===== config.mk =====
export PLATFORM = sky130hd
export DESIGN_NAME = switch_drop_stats
export DESIGN_NICKNAME = d
export VERILOG_FILES = /design/src/rtl/switch_drop_stats_pkg.sv /design/src/rtl/switch_drop_stats_port_stat_ctr.sv /design/src/rtl/switch_drop_stats.sv
export SDC_FILE = /design/constraint.sdc
export NUM_CORES = 1
export LEC_CHECK = 0
export CAP_MARGIN = 20
export CELL_PAD_IN_SITES_DETAIL_PLACEMENT = 0
export CELL_PAD_IN_SITES_GLOBAL_PLACEMENT = 1
export CORE_MARGIN = 10
export CORE_UTILIZATION = 35
export CTS_BUF_LIST = sky130_fd_sc_hd__clkbuf_2 sky130_fd_sc_hd__clkbuf_4 sky130_fd_sc_hd__clkbuf_8
export DETAILED_ROUTE_END_ITERATION = 7
export PLACE_DENSITY_LB_ADDON = 0.15
export SKIP_CTS_REPAIR_TIMING = 1
export SLEW_MARGIN = 15
export SYNTH_ARGS = -nofsm -noshare
export SYNTH_HDL_FRONTEND = slang
export SYNTH_SLANG_ARGS = --single-unit

===== constraint.sdc =====
create_clock -name clk -period 4.3 [get_ports clk]
set_clock_uncertainty 0.1 [all_clocks]
set_input_delay 0.43 -clock clk [delete_from_list [all_inputs] [get_ports clk]]
set_output_delay 0.43 -clock clk [all_outputs]
set_load 0.02 [all_outputs]

===== src/rtl/switch_drop_stats_pkg.sv =====
// Shared types and helpers for switch_drop_stats: snapshot FSM states and a
// popcount helper bounded to POPCOUNT_MAX_W bits, counting only the low 'width' bits.
package stats_pkg;

    typedef enum logic [1:0] {
        IDLE,
        CAPTURE,
        ACK
    } snap_state_e;

    localparam int unsigned POPCOUNT_MAX_W = 64;

    function automatic int unsigned popcount(input logic [POPCOUNT_MAX_W-1:0] vec,
                                             input int unsigned               width);
        int unsigned cnt;
        cnt = 0;
        for (int unsigned i = 0; i < POPCOUNT_MAX_W; i++) begin
            if ((i < width) && vec[i]) begin
                cnt++;
            end
        end
        return cnt;
    endfunction

endpackage


===== src/rtl/switch_drop_stats_port_stat_ctr.sv =====
// Per-port statistics: saturating drop/accept/delivery counters, their snapshot
// shadows and a sticky saturation bit.
module port_stat_ctr
    import stats_pkg::*;
#(
    parameter int CNT_WIDTH = 16,
    parameter int POP_W     = 3
) (
    input  logic                 clk,
    input  logic                 rst_n,
    input  logic                 i_clr,
    input  logic                 i_capture,
    input  logic                 i_drop,
    input  logic                 i_accept,
    input  logic                 i_deliver,
    input  logic [POP_W-1:0]     i_pop,
    output logic [CNT_WIDTH-1:0] o_shd_drops,
    output logic [CNT_WIDTH-1:0] o_shd_accepted,
    output logic [CNT_WIDTH-1:0] o_shd_delivered,
    output logic                 o_sat
);

    logic [CNT_WIDTH-1:0] r_drops;
    logic [CNT_WIDTH-1:0] r_accepted;
    logic [CNT_WIDTH-1:0] r_delivered;
    logic [CNT_WIDTH-1:0] r_shd_drops;
    logic [CNT_WIDTH-1:0] r_shd_accepted;
    logic [CNT_WIDTH-1:0] r_shd_delivered;
    logic                 r_sat;

    logic [CNT_WIDTH-1:0] w_pop_ext;
    logic [CNT_WIDTH:0]   w_drops_sum;
    logic [CNT_WIDTH:0]   w_accepted_sum;
    logic [CNT_WIDTH:0]   w_delivered_sum;
    logic                 w_ovf;

    // The extra top bit of each sum is the overflow carry used for clamping.
    assign w_pop_ext       = CNT_WIDTH'(i_pop);
    assign w_drops_sum     = {1'b0, r_drops}     + {1'b0, w_pop_ext};
    assign w_accepted_sum  = {1'b0, r_accepted}  + {1'b0, w_pop_ext};
    assign w_delivered_sum = {1'b0, r_delivered} + (CNT_WIDTH+1)'(1);

    assign w_ovf = (i_drop    & w_drops_sum[CNT_WIDTH])
                 | (i_accept  & w_accepted_sum[CNT_WIDTH])
                 | (i_deliver & w_delivered_sum[CNT_WIDTH]);

    function automatic logic [CNT_WIDTH-1:0] clamp(input logic [CNT_WIDTH:0] sum);
        return sum[CNT_WIDTH] ? {CNT_WIDTH{1'b1}} : sum[CNT_WIDTH-1:0];
    endfunction

    // NOTE: shadows are plain registers, not a RAM, so they take the async reset
    // like everything else; reset mid-snapshot must leave them zero.
    always_ff @(posedge clk or negedge rst_n) begin
        if (!rst_n) begin
            r_drops         <= '0;
            r_accepted      <= '0;
            r_delivered     <= '0;
            r_shd_drops     <= '0;
            r_shd_accepted  <= '0;
            r_shd_delivered <= '0;
            r_sat           <= 1'b0;
        end else begin
            // NOTE: non-blocking here lets the shadow copy see the pre-update
            // live values even though both change on the same edge.
            if (i_capture) begin
                r_shd_drops     <= r_drops;
                r_shd_accepted  <= r_accepted;
                r_shd_delivered <= r_delivered;
            end
            if (i_clr) begin
                r_drops     <= '0;
                r_accepted  <= '0;
                r_delivered <= '0;
                r_sat       <= 1'b0;
            end else begin
                if (i_drop) begin
                    r_drops <= clamp(w_drops_sum);
                end
                if (i_accept) begin
                    r_accepted <= clamp(w_accepted_sum);
                end
                if (i_deliver) begin
                    r_delivered <= clamp(w_delivered_sum);
                end
                if (w_ovf) begin
                    r_sat <= 1'b1;
                end
            end
        end
    end

    assign o_shd_drops     = r_shd_drops;
    assign o_shd_accepted  = r_shd_accepted;
    assign o_shd_delivered = r_shd_delivered;
    assign o_sat           = r_sat;

endmodule


===== src/rtl/switch_drop_stats.sv =====
// N-port switch drop/accept/delivery statistics with request/ack snapshot readout.
// Optional in-flight underflow checker enabled by defining STATS_LOSS_CHECK_EN.
module switch_drop_stats
    import stats_pkg::*;
#(
    parameter int NUM_PORTS = 4,
    parameter int CNT_WIDTH = 16
) (
    input  logic                           clk,
    input  logic                           rst_n,
    input  logic [NUM_PORTS-1:0]           valid_in,
    input  logic [NUM_PORTS*NUM_PORTS-1:0] target_in,
    input  logic [NUM_PORTS-1:0]           fifo_full,
    input  logic [NUM_PORTS-1:0]           deliver_valid,
    input  logic                           clr,
    input  logic                           snap_req,
    output logic                           snap_ack,
    input  logic [$clog2(NUM_PORTS)-1:0]   rd_sel,
    output logic [CNT_WIDTH-1:0]           rd_drops,
    output logic [CNT_WIDTH-1:0]           rd_accepted,
    output logic [CNT_WIDTH-1:0]           rd_delivered,
    output logic [NUM_PORTS-1:0]           sat_flag,
    output logic                           loss_err
);

    localparam int SEL_W = $clog2(NUM_PORTS);
    localparam int POP_W = $clog2(NUM_PORTS + 1);

    snap_state_e r_state;
    snap_state_e w_state_next;
    logic        w_capture;

    always_ff @(posedge clk or negedge rst_n) begin
        if (!rst_n) begin
            r_state <= IDLE;
        end else begin
            r_state <= w_state_next;
        end
    end

    // NOTE: defaulting w_state_next before the case keeps this block free of latches.
    always_comb begin
        w_state_next = r_state;
        case (r_state)
            IDLE:    if (snap_req)  w_state_next = CAPTURE;
            CAPTURE:                w_state_next = ACK;
            ACK:     if (!snap_req) w_state_next = IDLE;
            default:                w_state_next = IDLE;
        endcase
    end

    assign w_capture = (r_state == CAPTURE);
    assign snap_ack  = (r_state == ACK);

    logic [POP_W-1:0]     w_pop           [NUM_PORTS];
    logic [NUM_PORTS-1:0] w_drop;
    logic [NUM_PORTS-1:0] w_accept;
    logic [CNT_WIDTH-1:0] w_shd_drops     [NUM_PORTS];
    logic [CNT_WIDTH-1:0] w_shd_accepted  [NUM_PORTS];
    logic [CNT_WIDTH-1:0] w_shd_delivered [NUM_PORTS];

    for (genvar gi = 0; gi < NUM_PORTS; gi++) begin : g_port
        assign w_pop[gi] = POP_W'(popcount(POPCOUNT_MAX_W'(target_in[gi*NUM_PORTS +: NUM_PORTS]),
                                           NUM_PORTS));
        assign w_drop[gi]   = valid_in[gi] &  fifo_full[gi];
        assign w_accept[gi] = valid_in[gi] & ~fifo_full[gi];

        port_stat_ctr #(
            .CNT_WIDTH (CNT_WIDTH),
            .POP_W     (POP_W)
        ) u_ctr (
            .clk             (clk),
            .rst_n           (rst_n),
            .i_clr           (clr),
            .i_capture       (w_capture),
            .i_drop          (w_drop[gi]),
            .i_accept        (w_accept[gi]),
            .i_deliver       (deliver_valid[gi]),
            .i_pop           (w_pop[gi]),
            .o_shd_drops     (w_shd_drops[gi]),
            .o_shd_accepted  (w_shd_accepted[gi]),
            .o_shd_delivered (w_shd_delivered[gi]),
            .o_sat           (sat_flag[gi])
        );
    end

    // Out-of-range selects read as zero when NUM_PORTS is not a power of two.
    always_comb begin
        rd_drops     = '0;
        rd_accepted  = '0;
        rd_delivered = '0;
        if (int'(rd_sel) < NUM_PORTS) begin
            rd_drops     = w_shd_drops[rd_sel];
            rd_accepted  = w_shd_accepted[rd_sel];
            rd_delivered = w_shd_delivered[rd_sel];
        end
    end

`ifdef STATS_LOSS_CHECK_EN
    localparam int IF_W  = CNT_WIDTH + SEL_W;
    localparam int ACC_W = $clog2(NUM_PORTS * NUM_PORTS + 1);
    localparam int EXT_W = IF_W + ACC_W;

    logic [IF_W-1:0]  r_inflight;
    logic             r_loss_err;
    logic [EXT_W-1:0] w_acc_sum;
    logic [EXT_W-1:0] w_del_sum;
    logic [EXT_W-1:0] w_inc;
    logic [EXT_W-1:0] w_diff;
    logic [IF_W-1:0]  w_inflight_next;
    logic             w_underflow;

    // Targets accepted minus packets delivered; below zero means a delivery we never saw enter.
    always_comb begin
        w_acc_sum = '0;
        w_del_sum = '0;
        for (int i = 0; i < NUM_PORTS; i++) begin
            if (w_accept[i]) begin
                w_acc_sum = w_acc_sum + EXT_W'(w_pop[i]);
            end
            if (deliver_valid[i]) begin
                w_del_sum = w_del_sum + EXT_W'(1);
            end
        end
        w_inc           = EXT_W'(r_inflight) + w_acc_sum;
        w_diff          = w_inc - w_del_sum;
        w_underflow     = (w_inc < w_del_sum);
        w_inflight_next = w_diff[IF_W-1:0];
        if (w_underflow) begin
            w_inflight_next = '0;
        end else if (|w_diff[EXT_W-1:IF_W]) begin
            w_inflight_next = {IF_W{1'b1}};
        end
    end

    always_ff @(posedge clk or negedge rst_n) begin
        if (!rst_n) begin
            r_inflight <= '0;
            r_loss_err <= 1'b0;
        end else if (clr) begin
            r_inflight <= '0;
        end else begin
            r_inflight <= w_inflight_next;
            if (w_underflow) begin
                r_loss_err <= 1'b1;
            end
        end
    end

    assign loss_err = r_loss_err;
`else
    assign loss_err = 1'b0;
`endif

endmodule


Word-level counts from Yosys, hierarchy flattened
Index checks and enable logic that the tools add are counted.
- register bits after elaboration: 390
- bits of input ports: 34
- output and inout port bits: 54
- logic and storage cells: 181
- $add $sub $neg: 24
- order comparisons: 1
- equal/unequal tests: 4
- mux-type cells: 72
- bitwise logic cells: 33
- reductions and logical operators: 18
- operator list (cell ; number):
    16-bit two-way mux ; 42
    16-bit by 3-bit adder with 17-bit output ; 8
    16-bit binary-select mux with 2-bit select ; 3
    16-bit by 1-bit adder with 17-bit output (second input constant) ; 4
    3-bit two-way mux ; 12
    2-bit nonzero test ; 16
    3-bit by 1-bit adder with 3-bit output (second input constant) ; 8
    1-bit AND ; 20
    1-bit two-way mux ; 12
    1-bit by 1-bit adder with 2-bit output (second input constant) ; 4
    1-bit OR ; 8
    2-bit one-hot mux with 3 select lines ; 1
    2-bit two-way mux ; 2
    2-bit inequality test (second input constant) ; 2
    1-bit NOT ; 4
    3-bit >= comparator (second input constant) ; 1
    2-bit NOT with 3-bit output ; 1
    2-bit by 1-bit == test with 1-bit output (second input constant) ; 1
    2-bit == test (second input constant) ; 1
    2-bit zero test ; 1
    2-bit AND reduction ; 1

Depth between registers and ports, before layout
- depth after elaboration: 13
- mapped depth: 14
- mapped depth without buffers: 13

By module
A second synthesis with hierarchy kept.
- cell total of the unflattened synthesis: 1705
- area, all modules: 19965.4 um^2
- by module, submodules not included (module ; instances ; cells each ; area each (um^2) ; seq. area each (um^2)):
    port_stat_ctr at g_port[0].u_ctr ... ; 3 ; 391 ; 4533.1 ; 2427.3
    port_stat_ctr at g_port[2].u_ctr ; 1 ; 397 ; 4621.9 ; 2427.3
    switch_drop_stats ; 1 ; 135 ; 1744.2 ; 50.0

Least setup slack after synthesis
OpenSTA, ideal clock, no wires.
- kind: input-to-reg
- start point: input port target_in[4]
- end point: register g_port[1].u_ctr.r_accepted[3]
- library setup time: 101 ps
- arrival time: 3167 ps
- data required time: 4099 ps
- slack: 933 ps
- stages on the path: 14
- buffers on the path: 1
- cells stage by stage: inv_1 > ha_1 > xor2_1 > ha_1 > nand2_1 > o21ai_0 > inv_1 > fa_1 > nor2b_1 > o21bai_4 > or3_1 > buf_2 > and4_1 > nor4_1
- cells in the longest elaborated chain, start to end: 11
- RTL lines (what ; line ; source):
    start: declaration ; switch_drop_stats.sv:12 ; input logic [NUM_PORTS*NUM_PORTS-1:0] target_in,
    1-bit two-way mux * ; switch_drop_stats_pkg.sv:18 ; if ((i < width) && vec[i]) begin
    1-bit by 1-bit adder with 2-bit output ; switch_drop_stats_pkg.sv:19 ; cnt++;
    3-bit two-way mux * ; switch_drop_stats_pkg.sv:18 ;
    3-bit by 1-bit adder with 3-bit output ; switch_drop_stats_pkg.sv:19 ;
    3-bit two-way mux * ; switch_drop_stats_pkg.sv:18 ;
    3-bit by 1-bit adder with 3-bit output ; switch_drop_stats_pkg.sv:19 ;
    3-bit two-way mux * ; switch_drop_stats_pkg.sv:18 ;
    16-bit by 3-bit adder with 17-bit output * ; switch_drop_stats_port_stat_ctr.sv:40 ; assign w_accepted_sum = {1'b0, r_accepted} + {1'b0, w_pop_ext};
    16-bit two-way mux * ; switch_drop_stats_port_stat_ctr.sv:48 ; return sum[CNT_WIDTH] ? {CNT_WIDTH{1'b1}} : sum[CNT_WIDTH-1:0];
    16-bit two-way mux * ; switch_drop_stats_port_stat_ctr.sv:79 ; if (i_accept) begin
    16-bit two-way mux * ; switch_drop_stats_port_stat_ctr.sv:70 ; if (i_clr) begin
    end signal: assignment ; switch_drop_stats_port_stat_ctr.sv:80 ; r_accepted <= clamp(w_accepted_sum);
    end: declaration ; switch_drop_stats_port_stat_ctr.sv:24 ; logic [CNT_WIDTH-1:0] r_accepted;
Every way passes the cells marked *; elsewhere a longest branch is shown, timed or not. The select of a mux whose other input is x is not followed.
A chain may end at the register's enable or synchronous reset.

Worst setup path in the final report
- start point: input port target_in[12]
- end point: register g_port[3].u_ctr.r_sat
- cells in the longest elaborated chain, start to end: 12
- elaborated cells on any way between the ends: 14
- those cells by class: add/sub: 5; mux: 4; bitwise: 4; reduce/logical: 1
- RTL lines (what ; line ; source):
    1-bit two-way mux * ; switch_drop_stats_pkg.sv:18 ;
    1-bit by 1-bit adder with 2-bit output ; switch_drop_stats_pkg.sv:19 ;
    3-bit two-way mux * ; switch_drop_stats_pkg.sv:18 ;
    3-bit by 1-bit adder with 3-bit output ; switch_drop_stats_pkg.sv:19 ;
    3-bit two-way mux * ; switch_drop_stats_pkg.sv:18 ;
    3-bit by 1-bit adder with 3-bit output ; switch_drop_stats_pkg.sv:19 ;
    3-bit two-way mux * ; switch_drop_stats_pkg.sv:18 ;
    16-bit by 3-bit adder with 17-bit output (on tied branches) ; switch_drop_stats_port_stat_ctr.sv:39, switch_drop_stats_port_stat_ctr.sv:40 ;
    1-bit AND (on tied branches) ; switch_drop_stats_port_stat_ctr.sv:43, switch_drop_stats_port_stat_ctr.sv:44 ;
    1-bit OR * ; switch_drop_stats_port_stat_ctr.sv:44 ; | (i_accept & w_accepted_sum[CNT_WIDTH])
    1-bit OR * ; switch_drop_stats_port_stat_ctr.sv:45 ; | (i_deliver & w_delivered_sum[CNT_WIDTH]);
    2-bit nonzero test (no source line) * ; -- ;
    end signal: assignment ; switch_drop_stats_port_stat_ctr.sv:61 ; r_sat <= 1'b0;
    end signal: assignment ; switch_drop_stats_port_stat_ctr.sv:74 ; r_sat <= 1'b0;
    end signal: assignment ; switch_drop_stats_port_stat_ctr.sv:86 ; r_sat <= 1'b1;
    end: declaration ; switch_drop_stats_port_stat_ctr.sv:29 ; logic r_sat;
Every way passes the cells marked *; elsewhere a longest branch is shown, timed or not.

==> parameters.txt <==
Parameter                              Value

Status
  Result of the run ... finished clean

Setup path
  Master of the slowest instance on the critical path ... sky130_fd_sc_hd__clkdlybuf4s50_1
  Required time of the critical path ... 4720 ps
  Highest net fanout along the worst path ... 4
  Worst path depth ... 14
  Data arrival time of the critical path ... 4070 ps
  Worst Setup Path Type ... primary input to flip-flop
  Maximum cell stage delay along the critical path ... 510 ps
  Critical path endpoint category ... flip-flop
  Cell Chain, Critical Path ... clkdlybuf4s50_1 > inv_1 > ha_1 > xor2_1 > ha_1 > nand2_1 > o21ai_0 > inv_1 > fa_1 > nor2b_1 > nor2_1 > nor3_1 > nand3_1 > a31oi_1
  Worst Path Buf+Inv ... 3
  Register-to-Register Path Depth ... 8
  Critical Path Start Type ... primary input
  Cell family with most CP delay ... adder cells

Timing
  Headroom to the max-slew limit ... 33.84%
  RSZ-0062 raised after global routing ... false
  Min cycle time layout ... between 3000 and 4000 ps
  Tcrit/Tclk final ... 84.76%
  Final WS setup ... 655.3 ps
  Peak clock frequency supported by timing ... 274.4 MHz
  Count of endpoints failing setup in the final report ... 0
  Number of pins with negative max-slew slack in the final report ... 0
  Slew at the pin closest to its max-slew limit ... between 900 and 1000 ps
  Total negative slack for setup checks ... 0 ps
  Final hold violation count ... 0

Power
  Leak ... 10.30 nW
  Power per cell area ... 394.5 nW/µm²
  Total design power ... between 9 and 10 mW
  Worst supply voltage drop on vdd ... between 0.2 and 0.3 mV

Detailed routing
  Remaining design rule violation count ... 0
  Via-to-Cell Ratio ... 5.308
  Routed length per instance ... 20.17 µm
  Remaining antenna violation count after routing ... 0
  Number of DRC markers after the initial detailed-route iteration ... 974
  Aggregate routed wire length ... 53560 µm
  Length of the first detailed-routing pass in iterations ... 5
  Overall via count from detail_route ... 14100

Global route
  Maximum number of pins on one net before global-route repair ... 100
  Total routing usage reported by global routing ... 16.17%
  Antenna violations before repair ... 1
  Vias in the first global route ... around 14000
  First-pass GRT wire length ... 85620 µm
  GR Overflow Total ... 0

Logic synthesis
  Synth Instances ... 1747
  Top cell type's share of synthesized area ... 49.39%
  Synth async-reset ratio ... between 90% and 100%
  Most used standard cells in the synthesized netlist ... 390 x sky130_fd_sc_hd__dfrtp_1, 168 x sky130_fd_sc_hd__mux2_2, 133 x sky130_fd_sc_hd__nor2_1
  Cell with the most instances after synthesis ... sky130_fd_sc_hd__dfrtp_1
  Count of flip-flops with a built-in enable after synthesis ... 0
  Portion of the post-synthesis area used by sequential elements ... 49.39%
  Syn nets ... 1837
  #FFs+latches synth ... 390
  Commonest register cell after synthesis ... sky130_fd_sc_hd__dfrtp_1
  Cell taking the most area after synthesis ... sky130_fd_sc_hd__dfrtp_1
  Top area cells in the synthesized netlist ... sky130_fd_sc_hd__dfrtp_1 49%, sky130_fd_sc_hd__mux2_2 9.6%, sky130_fd_sc_hd__mux4_2 5.5%
  Synth Area per Inst ... 11.31 µm²
  Cell variety after synth ... 73
  Synth Cell Area ... a little under 20000 µm²
  Warning count from the yosys run ... 0

Clock tree
  Number of buffers inserted during clock tree synthesis ... 73
  Clock buffer depth ... 3
  TritonCTS clock tree ... yes
  Clk_lat worst skew ... about 630 ps
  Clock slew at reported path FFs ... 60 ps
  H-tree lvl count ... 3
  Clk Tree Root Cell ... sky130_fd_sc_hd__clkbuf_8
  Clock sink count ... between 300 and 400

Floorplan
  Die Y ... 257.6 µm
  Initial core utilization ... 35.18%
  Area of the die ... 66360 µm²
  Total I/O pin count ... 88
  Area of the placeable core ... ~56000 µm²
  Placement row count ... 87
  Die width ... 257.6 µm

Worst hold path
  Tightest Hold Check Type ... primary input to flip-flop
  Hold Path Cell Cnt ... 2

Placement
  Routability congestion estimate from global placement ... 0.8217
  Setup slack after placement ... 20.14 ps
  Port Buffers ... 86
  Detailed placement HPWL ... 37500 µm

Cells and area
  Layout cells sized above 1 ... approximately a fifth
  Number of nets in the finished design ... 1938
  Area growth from synthesis to final layout ... 16.32%
  # fillers ... between 5000 and 6000
  Post-layout utilization of the core ... between 40% and 50%

Job
  Max_cap viols ... 0
-- layer usage --
metal	global-route usage, %	vias to the layer above	routed length [µm]
met5	0	-	0
met3	2.399	79	2050
met4	5.424	0	1183
met1	24.29	7051	27410
met2	23.32	266	22920
li1	-	6701	-
-- layout make-up --
type | count | area [µm²] | area share [%]
sequential | 390 | 9759 | 42.46
inverter | 54 | 202.7 | 0.8819
tap | 756 | 945.9 | 4.115
clock inverter | 11 | 65.06 | 0.2831
antenna | 1 | 2.502 | 0.01089
multi-input combinational | 1208 | 9383 | 40.82
timing repair buffer | 121 | 1212 | 5.275
clock buffer | 115 | 1414 | 6.151
-- state kept, by name (all words and copies together) (netlist names) --
register / flops
g_port.u_ctr.o_sat: 4
g_port.u_ctr.o_shd_accepted: 64
g_port.u_ctr.o_shd_delivered: 64
g_port.u_ctr.o_shd_drops: 64
g_port.u_ctr.r_accepted: 64
g_port.u_ctr.r_delivered: 64
g_port.u_ctr.r_drops: 64
r_state: 2
-- cells in the final DEF (no fill, tap or decap), types with 5 or more instances in the layout --
cell type,count
sky130_fd_sc_hd__fa_1,8
sky130_fd_sc_hd__a311oi_1,28
sky130_fd_sc_hd__xnor2_1,11
sky130_fd_sc_hd__o21ai_0,72
sky130_fd_sc_hd__clkbuf_4,27
sky130_fd_sc_hd__mux2_2,168
sky130_fd_sc_hd__buf_4,28
sky130_fd_sc_hd__and4_1,28
sky130_fd_sc_hd__and3_1,38
sky130_fd_sc_hd__clkbuf_8,88
sky130_fd_sc_hd__mux4_2,48
sky130_fd_sc_hd__dfrtp_1,390
sky130_fd_sc_hd__nand2_1,108
sky130_fd_sc_hd__a21oi_1,55
sky130_fd_sc_hd__or3_1,6
sky130_fd_sc_hd__clkinv_2,7
sky130_fd_sc_hd__buf_12,7
sky130_fd_sc_hd__o21bai_1,27
sky130_fd_sc_hd__nand4_1,28
sky130_fd_sc_hd__nor2_1,133
sky130_fd_sc_hd__xor2_1,36
sky130_fd_sc_hd__nor4_1,15
sky130_fd_sc_hd__a41oi_1,5
sky130_fd_sc_hd__and2_1,11
sky130_fd_sc_hd__nand2b_1,5
sky130_fd_sc_hd__a21o_1,5
sky130_fd_sc_hd__nand3_1,54
sky130_fd_sc_hd__inv_1,54
sky130_fd_sc_hd__nor3b_1,5
sky130_fd_sc_hd__a31oi_1,58
sky130_fd_sc_hd__mux2i_1,23
sky130_fd_sc_hd__clkdlybuf4s50_1,82
sky130_fd_sc_hd__nor2b_1,13
sky130_fd_sc_hd__a211oi_1,49
sky130_fd_sc_hd__ha_1,48
sky130_fd_sc_hd__nor3_1,52
-- power breakdown --
group          total [mW]  switching [mW]  leakage, nW  internal, mW
clock                3.66            1.58        0.785          2.08
sequential           4.05           0.196         5.40          3.85
combinational        1.36           0.753         4.11         0.603
total                9.07            2.53         10.3          6.54
-- path summary, 6_finish.rpt --
kind                                            startpoint                             to  slack, ps
worst max-delay path                         target_in[12]          g_port[3].u_ctr.o_sat        660
worst min-delay path                                   clr    g_port[2].u_ctr.r_drops[15]        130
worst max register to register  g_port[0].u_ctr.r_drops[0]    g_port[0].u_ctr.r_drops[13]       1730
worst min register to register                  r_state[1]                     r_state[0]        360
max in group asynchronous                            rst_n     g_port[3].u_ctr.r_drops[0]       2610
min in group asynchronous                            rst_n  g_port[1].u_ctr.r_accepted[1]        380
-- metrics by stage --
| step | std cells | area [µm²] | hold slack, ps |
|---|---|---|---|
| after floorplan | 1747 | 19760 | 34.41 |
| after CTS | 2654 | 22970 | -223.4 |
| final | 2656 | 22980 | 134.5 |
| after global routing | 2656 | 22980 | 159.1 |
| after detailed placement | 2528 | 21490 | 342.4 |
| after global placement | 2528 | 21490 | 341.2 |
-- logic make-up after synthesis --
logic type / count (synthesis) / share of synthesized area, %
compound gates: 328 / 11.04
xor+xnor: 47 / 2.083
fa+ha+maj: 56 / 3.850
buf+inv: 149 / 3.166
flops: 390 / 49.39
mux: 239 / 16.21
other cells: 1 / 0.01898
simple gates: 537 / 14.25
Note: power is estimated with default switching activity, not from simulation.
